--- config.mk ---
export PLATFORM = sky130hd
export DESIGN_NAME = uart_rx_fifo_flat
export DESIGN_NICKNAME = d
export VERILOG_FILES = /design/src/rtl/uart_rx_fifo_if.sv /design/src/rtl/uart_rx_fifo.sv /design/src/flat_wrapper.sv
export SDC_FILE = /design/constraint.sdc
export NUM_CORES = 1
export LEC_CHECK = 0
export CORE_ASPECT_RATIO = 0.8
export CORE_MARGIN = 2
export CORE_UTILIZATION = 61
export DETAILED_ROUTE_END_ITERATION = 16
export PLACE_DENSITY_LB_ADDON = 0.08
export SLEW_MARGIN = 40
export SYNTH_ARGS = -nofsm -noshare
export SYNTH_HDL_FRONTEND = slang
export SYNTH_SLANG_ARGS = --single-unit
--- constraint.sdc ---
create_clock -name clk -period 11.09 [get_ports clk]
set_input_delay 1.6635 -clock clk [delete_from_list [all_inputs] [get_ports clk]]
set_output_delay 1.6635 -clock clk [all_outputs]
set_load 0.02 [all_outputs]
--- src/rtl/uart_rx_fifo_if.sv ---
// Byte-stream handshake between the UART receiver FIFO and its consumer.
// The receiver drives data/valid through the master modport; the consumer
// drives ready through the slave modport.
`timescale 1ns/1ps
interface uart_rx_fifo_if;
    logic [7:0] m_data;
    logic       m_valid;
    logic       m_ready;

    modport master (output m_data, output m_valid, input m_ready);
    modport slave  (input m_data, input m_valid, output m_ready);
endinterface

--- src/rtl/uart_rx_fifo.sv ---
// UART receiver: 16x oversampling with a 3-sample majority vote per bit,
// optional parity, sticky line-error flags and a first-word-fall-through
// receive FIFO presented as a valid/ready byte stream.
`timescale 1ns/1ps
module uart_rx_fifo #(
    parameter int unsigned CLK_FREQ   = 50_000_000,
    parameter int unsigned BAUD_RATE  = 115200,
    parameter int unsigned PARITY_EN  = 0,
    parameter int unsigned PARITY_ODD = 0,
    parameter int unsigned FIFO_DEPTH = 16
) (
    input  logic                          clk,
    input  logic                          rst,
    input  logic                          rx,
    uart_rx_fifo_if.master                m,
    output logic [$clog2(FIFO_DEPTH):0]   fifo_count,
    output logic                          frame_err,
    output logic                          parity_err,
    output logic                          overrun_err,
    input  logic                          err_clear
);

    localparam int unsigned CLKS_PER_TICK = CLK_FREQ / (BAUD_RATE * 16);
    localparam int unsigned TW = (CLKS_PER_TICK > 1) ? $clog2(CLKS_PER_TICK) : 1;
    localparam int unsigned AW = $clog2(FIFO_DEPTH);
    localparam int unsigned CW = AW + 1;
    localparam logic [TW-1:0] TICK_LAST = TW'(CLKS_PER_TICK - 1);
    localparam logic [CW-1:0] DEPTH_C   = CW'(FIFO_DEPTH);
    localparam logic          HAS_PAR   = (PARITY_EN != 0);
    localparam logic          ODD       = (PARITY_ODD != 0);

    typedef enum logic [2:0] {
        IDLE,
        START,
        DATA,
        PARITY,
        STOP,
        BREAK
    } state_t;

    // ------------------------------------------------------------------
    // Signals
    // ------------------------------------------------------------------
    logic          sync1_q, sync1_d;
    logic          rxs_q, rxs_d;

    state_t        state_q, state_d;
    logic [TW-1:0] tick_cnt_q, tick_cnt_d;
    logic [3:0]    phase_q, phase_d;
    logic [2:0]    idx_q, idx_d;
    logic [7:0]    data_q, data_d;
    logic          s7_q, s7_d;
    logic          s8_q, s8_d;
    logic          pmis_q, pmis_d;

    logic [7:0]    mem_q [FIFO_DEPTH];
    logic [7:0]    mem_d [FIFO_DEPTH];
    logic [AW-1:0] wr_ptr_q, wr_ptr_d;
    logic [AW-1:0] rd_ptr_q, rd_ptr_d;
    logic [CW-1:0] count_q, count_d;

    logic          fe_q, fe_d;
    logic          pe_q, pe_d;
    logic          ov_q, ov_d;

    logic          tick;
    logic          mid;
    logic          last;
    logic          maj;
    logic          push_req;
    logic          set_fe;
    logic          set_pe;
    logic          pop;
    logic          push_ok;

    // ------------------------------------------------------------------
    // Two-flop synchronizer for the asynchronous line
    // ------------------------------------------------------------------
    always_comb begin
        sync1_d = rx;
        rxs_d   = sync1_q;
    end

    // Synchronizer flops idle high so reset never looks like a start bit
    always_ff @(posedge clk or posedge rst) begin
        if (rst) begin
            sync1_q <= 1'b1;
            rxs_q   <= 1'b1;
        end else begin
            sync1_q <= sync1_d;
            rxs_q   <= rxs_d;
        end
    end

    // ------------------------------------------------------------------
    // Oversampling timebase and frame decoder
    // ------------------------------------------------------------------
    assign tick = (tick_cnt_q == TICK_LAST);
    assign mid  = tick && (phase_q == 4'd9);
    assign last = tick && (phase_q == 4'd15);
    // Samples from phases 7 and 8 are held; the phase-9 sample is live.
    assign maj  = (s7_q & s8_q) | (s7_q & rxs_q) | (s8_q & rxs_q);

    // Next-state logic for the timebase, bit sampling and frame FSM
    always_comb begin
        state_d    = state_q;
        tick_cnt_d = tick ? '0 : tick_cnt_q + TW'(1);
        phase_d    = tick ? phase_q + 4'd1 : phase_q;
        idx_d      = idx_q;
        data_d     = data_q;
        s7_d       = (tick && phase_q == 4'd7) ? rxs_q : s7_q;
        s8_d       = (tick && phase_q == 4'd8) ? rxs_q : s8_q;
        pmis_d     = pmis_q;
        push_req   = 1'b0;
        set_fe     = 1'b0;
        set_pe     = 1'b0;

        case (state_q)
            IDLE: begin
                if (!rxs_q) begin
                    // Realign the bit grid to the start edge.
                    state_d    = START;
                    tick_cnt_d = '0;
                    phase_d    = '0;
                    pmis_d     = 1'b0;
                end
            end
            START: begin
                if (mid && maj) begin
                    state_d = IDLE;
                end else if (last) begin
                    state_d = DATA;
                    idx_d   = '0;
                end
            end
            DATA: begin
                if (mid) begin
                    data_d[idx_q] = maj;
                end
                if (last) begin
                    if (idx_q == 3'd7) begin
                        state_d = HAS_PAR ? PARITY : STOP;
                    end else begin
                        idx_d = idx_q + 3'd1;
                    end
                end
            end
            PARITY: begin
                if (mid) begin
                    pmis_d = (maj != ((^data_q) ^ ODD));
                end
                if (last) begin
                    state_d = STOP;
                end
            end
            STOP: begin
                // Leave at mid-bit so a back-to-back start edge is caught.
                if (mid) begin
                    if (!maj) begin
                        set_fe  = 1'b1;
                        state_d = BREAK;
                    end else if (pmis_q) begin
                        set_pe  = 1'b1;
                        state_d = IDLE;
                    end else begin
                        push_req = 1'b1;
                        state_d  = IDLE;
                    end
                end
            end
            BREAK: begin
                if (rxs_q) begin
                    state_d = IDLE;
                end
            end
            default: begin
                state_d = IDLE;
            end
        endcase
    end

    // Frame decoder state registers
    always_ff @(posedge clk or posedge rst) begin
        if (rst) begin
            state_q    <= IDLE;
            tick_cnt_q <= '0;
            phase_q    <= '0;
            idx_q      <= '0;
            data_q     <= '0;
            s7_q       <= 1'b1;
            s8_q       <= 1'b1;
            pmis_q     <= 1'b0;
        end else begin
            state_q    <= state_d;
            tick_cnt_q <= tick_cnt_d;
            phase_q    <= phase_d;
            idx_q      <= idx_d;
            data_q     <= data_d;
            s7_q       <= s7_d;
            s8_q       <= s8_d;
            pmis_q     <= pmis_d;
        end
    end

    // ------------------------------------------------------------------
    // First-word-fall-through receive FIFO
    // ------------------------------------------------------------------
    assign pop     = (count_q != '0) && m.m_ready;
    // A full FIFO still accepts a byte when the head leaves in the same cycle.
    assign push_ok = push_req && ((count_q != DEPTH_C) || pop);

    // Next-state logic for storage, pointers and occupancy
    always_comb begin
        mem_d = mem_q;
        if (push_ok) begin
            mem_d[wr_ptr_q] = data_q;
        end
        wr_ptr_d = wr_ptr_q + AW'(push_ok);
        rd_ptr_d = rd_ptr_q + AW'(pop);
        count_d  = count_q;
        case ({push_ok, pop})
            2'b10:   count_d = count_q + CW'(1);
            2'b01:   count_d = count_q - CW'(1);
            default: count_d = count_q;
        endcase
    end

    // FIFO storage and pointer registers
    always_ff @(posedge clk or posedge rst) begin
        if (rst) begin
            for (int unsigned i = 0; i < FIFO_DEPTH; i++) begin
                mem_q[i] <= '0;
            end
            wr_ptr_q <= '0;
            rd_ptr_q <= '0;
            count_q  <= '0;
        end else begin
            mem_q    <= mem_d;
            wr_ptr_q <= wr_ptr_d;
            rd_ptr_q <= rd_ptr_d;
            count_q  <= count_d;
        end
    end

    // ------------------------------------------------------------------
    // Sticky error flags: a new set in the clear cycle wins
    // ------------------------------------------------------------------
    always_comb begin
        fe_d = set_fe | (fe_q & ~err_clear);
        pe_d = set_pe | (pe_q & ~err_clear);
        ov_d = (push_req & ~push_ok) | (ov_q & ~err_clear);
    end

    // Sticky flag registers
    always_ff @(posedge clk or posedge rst) begin
        if (rst) begin
            fe_q <= 1'b0;
            pe_q <= 1'b0;
            ov_q <= 1'b0;
        end else begin
            fe_q <= fe_d;
            pe_q <= pe_d;
            ov_q <= ov_d;
        end
    end

    // ------------------------------------------------------------------
    // Outputs
    // ------------------------------------------------------------------
    assign m.m_data    = mem_q[rd_ptr_q];
    assign m.m_valid   = (count_q != '0);
    assign fifo_count  = count_q;
    assign frame_err   = fe_q;
    assign parity_err  = pe_q;
    assign overrun_err = ov_q;

endmodule

--- src/flat_wrapper.sv ---
// flat-port wrapper written by rule: the top's interface ports become plain ports
module uart_rx_fifo_flat 
#(
    parameter int unsigned CLK_FREQ   = 50_000_000,
    parameter int unsigned BAUD_RATE  = 115200,
    parameter int unsigned PARITY_EN  = 0,
    parameter int unsigned PARITY_ODD = 0,
    parameter int unsigned FIFO_DEPTH = 16
)
  (clk, rst, rx, fifo_count, frame_err, parity_err, overrun_err, err_clear, m_m_data, m_m_valid, m_m_ready);
  uart_rx_fifo_if m_i ();
  input  logic clk;
  input  logic rst;
  input  logic rx;
  output logic [$clog2(FIFO_DEPTH):0] fifo_count;
  output logic frame_err;
  output logic parity_err;
  output logic overrun_err;
  input  logic err_clear;
  output wire logic [$bits(m_i.m_data)-1:0] m_m_data;
  output wire logic [$bits(m_i.m_valid)-1:0] m_m_valid;
  input wire logic [$bits(m_i.m_ready)-1:0] m_m_ready;
  assign m_m_data = m_i.m_data;
  assign m_m_valid = m_i.m_valid;
  assign m_i.m_ready = m_m_ready;
  uart_rx_fifo #(.CLK_FREQ(CLK_FREQ), .BAUD_RATE(BAUD_RATE), .PARITY_EN(PARITY_EN), .PARITY_ODD(PARITY_ODD), .FIFO_DEPTH(FIFO_DEPTH)) u_core (.clk(clk), .rst(rst), .rx(rx), .m(m_i), .fifo_count(fifo_count), .frame_err(frame_err), .parity_err(parity_err), .overrun_err(overrun_err), .err_clear(err_clear));
endmodule
Word-level counts from Yosys, hierarchy flattened
Index checks and enable logic that the tools add are counted.
- multiplexer cells: 45
- order comparisons: 5
- bitwise operators: 16
- reductions and logical operators: 20
- add/subtract/negate cells: 7
- equality and inequality tests: 26
- operators with widths (cell ; number):
    $bwmux 128 ; 1
    $mux 3 ; 13
    $bmux 8 s4 ; 1
    $demux 8 s4 ; 1
    $mux 8 ; 3
    $pmux 3 s6 ; 1
    $mux 5 ; 3
    $mux 1 ; 14
    $ne 2x1->1 const B ; 7
    $eq 4x4->1 const B ; 3
    $mux 4 ; 3
    $add 5x1->5 const B ; 2
    $ge 5x5->1 const B ; 2
    $not 4->5 ; 2
    $pmux 5 s2 ; 1
    $eq 3x3->1 const B ; 3
    $logic_and 1x1->1 ; 9
    $add 4x1->4 ; 2
    $bwmux 8 ; 1
    $reduce_xor 8->1 ; 1
    $and 1x1->1 ; 7
    $reduce_and 7->1 ; 1
    $eq 3x2->1 const B ; 2
    $ne 2x2->1 const B ; 3
    26 further kinds ; 33
- bits of input ports: 5
- logic and storage cells: 151
- output and inout bits: 17
- register bits after elaboration: 172

Longest topological paths before layout
- depth in word-level cells: 10
- gate-level depth with buffers: 11
- depth with buffers taken out: 11

Least setup slack after synthesis
OpenSTA, ideal clock, no wires.
- path type: flip-flop to output port
- start point: register u_core.rd_ptr_q[0]
- end point: output port m_m_data[0]
- buffers on the path: 2
- arrival time: 2.196 ns
- stages on the path, launching flop included: 5
- slack: 7.230 ns
- required time: 9.427 ns
- cell sequence: dfrtp_1 -> clkbuf_1 -> buf_1 -> mux4_2 -> mux4_2
- word-level cells in the longest chain between the ends: 4
- ends and longest elaborated chain (item ; line ; text):
    from (decl) ; uart_rx_fifo.sv:59 ; logic [AW-1:0] rd_ptr_q, rd_ptr_d;
    from (signal assigned) ; uart_rx_fifo.sv:240 ; rd_ptr_q <= rd_ptr_d;
    $not 4->5 (not written as such) ; uart_rx_fifo.sv:270 ; assign m.m_data = mem_q[rd_ptr_q];
    $bmux 8 s4 ; uart_rx_fifo.sv:270 ;
    $mux 8 (not written as such) (2 in a row) ; uart_rx_fifo.sv:270 ;
    to (decl) ; flat_wrapper.sv:20 ; output wire logic [$bits(m_i.m_data)-1:0] m_m_data;
Every way passes these cells. The select of a mux whose other input is x is not followed.

Worst setup path in the final report
- start point: register u_core.rd_ptr_q[0]
- end point: output port m_m_data[5]
The elaborated chain is that of the path after synthesis.

==> summary.md <==
| Metric | Value |
|---|---|
| CP endpoint kind | output pin |
| Synth area leaders | dfrtp_1, mux2_2, mux4_2, ha_1, xnor2_1 |
| Outcome | complete, no violations |
| Setup TNS | 0 ns |
| Final antenna diode count | 0 |
| Logic pwr share | 12.3% |
| RSZ-0062 raised after global routing | no |
| Crit-path max FO | 33 |
| Clock Path Buffers | 2 |
| Hold_buf cts | 0 |
| Critical path class | reg -> out |
| First-pass GRT wire length | between 20000 and 30000 um |
| PortBufs | 21 |
| Top-count cell post-synth | dfrtp_1 |
| Clock sink total | 172 |
| Rel. slew slack | a little under half |
| Hold crit path type | reg -> reg |
| Tot Pwr | 1.504 mW |
| P_sw | between 0.4 and 0.5 mW |
| Post-route insts no fill | 765 |
| Fin. max-slew vios | 0 |
| Chip Width | 133.6 um |
| Mapped Nets | 588 |
| Syn Std Cell Area | approximately 0.0082 mm^2 |
| Clock H-tree levels | 4 |
| Reg power frac | 48.6% |
| Area leader, netlist | dfrtp_1 |
| Worst EP arrival | a little under 3 ns |
| PwrDens | around 160 mW/mm^2 |
| Antenna-violating nets left | 0 |
| Clk root buf | clkbuf_16 |
| Post-Synth XOR/XNOR Area | 2.459% |
| GRT overflow | 0 |
| Period utilisation layout | a little over two fifths |
| Post-synth EDFFs | 0 |
| Gr usage total | about 27% |
| Core ar. | about 0.013 mm^2 |
| Netlist cell types | 50 |
| Seq/Total Area, Yosys | ~53% |
| Synthesized flop and latch total | 172 |
| Lkg Pwr | between 4 and 5 nW |
| CTS resizes | 0 |
| FP Rows | 37 |
| I/O pin total | 22 |
| Pin slew with the least headroom to its limit | 0.8045 ns |
| Largest net degree at the start of global routing | just over 100 |
| Synth top area share | around 50% |
| Max Cap Viol | 0 |
| Main synth FF type | dfrtp_1 |
| Die Area | around 0.014 mm^2 |
| CTS tree | built |
| Largest family of logic cells by synthesized area | multiplexers |
| Final Wtd Congestion | ~0.8 |
| # nets final | around 600 |
| Total Routed Length | approximately 17000 um |
| Asr flop ratio synth | 100.0% |
| Initial drt markers | 366 |
| Adder and majority gate portion of the synthesized area | 2.123% |
| Vias per cell | 6.243 |
| Synth Area in Simple Gates | under 10% |
| Setup Skew | 0.006650 ns |
| # DRC | 0 |
| Fin crit period | 4.642 ns |
| Post-CTS Repair Setup Buffers | 0 |
| Avg Cell Area, Syn | 14.37 um^2 |
| DR WL/cell | between 20 and 25 um |
| Cells after DPL | 733 |
| Post-DP HPWL | 11060 um |
| Worst endpoint required time | about 9.4 ns |
| Initial Utilization | a little over three fifths |
| Pint | 1.091 mW |
| Max IR drop VDD | 0.1147 mV |
| Sw Share | a little over a quarter |
| DIE HEIGHT | approximately 110 um |
| Max Freq | roughly 0.22 GHz |
| Share of cells above drive strength 1 | between 40% and 50% |
| Layout area overhead | 11.47% |
| Synth Area in Compound Gates | 2.261% |
| Clock Pin Slew Worst Setup and Hold Paths | 0.06 ns |
| Ys Warns | 0 |
| Setup-failing EPs final | 0 |
| Vias in the first global route | between 4000 and 5000 |
| Commonest cells post-synth | dfrtp_1, mux2_2, mux4_2 |
| Mux contribution to synthesized area | between 30% and 40% |
| Via count | roughly 4800 |
| Clock power frac | around two fifths |
| Initial antenna violation count | 0 |
| Synthesized instance count | between 500 and 600 |
| Worst setup SP type | register |
| Skew-Pair Late Insertion Delay | between 0.4 and 0.5 ns |
| TritonCTS Buffers | 17 |
| Drt first pass iters | 7 |
| Hold Fails Final Rpt | 0 |
==> worst paths after layout <==
| kind | startpoint | to | slack, ns | depth (start not counted) |
|---|---|---|---|---|
| max in group asynchronous | rst | u_core.mem_q[68]$_DFFE_PP0P_ | 8.07 | 4 |
| max reg2reg | u_core.tick_cnt_q[0]$_DFF_PP0_ | u_core.mem_q[7]$_DFFE_PP0P_ | 7.72 | 7 |
| min | u_core.rxs_d$_DFF_PP1_ | u_core.rxs_q$_DFF_PP1_ | 0.36 | 0 |
| min reg2reg | u_core.rxs_d$_DFF_PP1_ | u_core.rxs_q$_DFF_PP1_ | 0.36 | 0 |
| max | u_core.rd_ptr_q[0]$_DFF_PP0_ | m_m_data[5] | 6.45 | 3 |
| min in group asynchronous | rst | u_core.mem_q[32]$_DFFE_PP0P_ | 1.73 | 2 |
==> final cells by class <==
| type | instances | area [um^2] |
|---|---|---|
| Tap cell | 175 | 219.0 |
| Multi-Input combinational cell | 347 | 3696 |
| Timing Repair Buffer | 27 | 267.8 |
| Sequential cell | 172 | 4313 |
| Fill cell | 867 | 3877 |
| Clock buffer | 18 | 439.2 |
| Inverter | 12 | 52.55 |
| Clock inverter | 14 | 143.9 |
==> power by group through the flow <==
stage / Combinational, mW / Sequential (mW) / Clock (mW)
after floorplan: 0.178 / 0.683 / 0
after global placement: 0.180 / 0.743 / 0
after detailed placement: 0.186 / 0.746 / 0
after CTS: 0.186 / 0.733 / 0.597
after global routing: 0.199 / 0.740 / 0.626
final: 0.185 / 0.731 / 0.588
==> placed cells by master (no fill, tap or decap), types with 4 or more instances in the layout <==
master / instances
xnor2_1: 16
dfrtp_1: 167
nand3_1: 14
o21ai_0: 5
nor3_1: 8
buf_4: 5
nor2_1: 20
nand4_1: 4
clkbuf_16: 17
clkdlybuf4s50_1: 21
ha_1: 13
xor2_1: 7
inv_1: 11
nand2_1: 17
clkinvlp_4: 5
clkinv_2: 4
nand2b_1: 6
mux2_2: 141
dfstp_2: 4
mux4_2: 40
==> metrics by stage <==
stage / util (%) / hold slack, ns / cell area, um^2 / worst slack [ns]
after floorplan: - / 0.3452 / 8192 / 4.773
after global placement: 65.40 / 0.3462 / 8508 / 6.580
after detailed placement: 65.71 / 0.3491 / 8548 / 6.667
after CTS: 70.19 / 0.3585 / 9131 / 6.390
after global routing: 70.19 / 0.3615 / 9131 / 6.307
final: 70.19 / 0.3565 / 9131 / 6.448
==> registers in the layout, summed over array words and instances (netlist names) <==
register	count
u_core.parity_err	1
u_core.pmis_q	1
u_core.overrun_err	1
u_core.s8_q	1
u_core.mem_q	128
u_core.idx_q	3
u_core.rd_ptr_q	4
u_core.s7_q	1
u_core.state_q	3
u_core.data_q	8
u_core.rxs_q	1
u_core.tick_cnt_q	5
u_core.wr_ptr_q	4
u_core.phase_q	4
u_core.frame_err	1
u_core.fifo_count	5
u_core.rxs_d	1
==> logic make-up after synthesis <==
logic type	count (synthesis)
compound gates	26
buf+inv	51
fa+ha+maj	14
xor+xnor	23
flops	172
simple gates	101
mux	183
==> routing by layer <==
| layer | vias up | wire length (um) | GRT usage [%] | part of all wire [%] |
|---|---|---|---|---|
| li1 | 2115 | - | - | - |
| met1 | 2509 | 8099 | 39.32 | 47 |
| met2 | 124 | 7884 | 39.43 | 46 |
| met3 | 28 | 982 | 7.910 | 5.7 |
| met4 | 0 | 312 | 8.055 | 1.8 |
| met5 | - | 0 | 0 | 0 |
==> worst max-delay path: stages, from the launching register on <==
cell	delay (ns)
dfrtp_4	0.88
mux4_2	0.63
mux4_2	0.48
clkdlybuf4s50_1	0.56
Note: power is estimated with default switching activity, not from simulation.
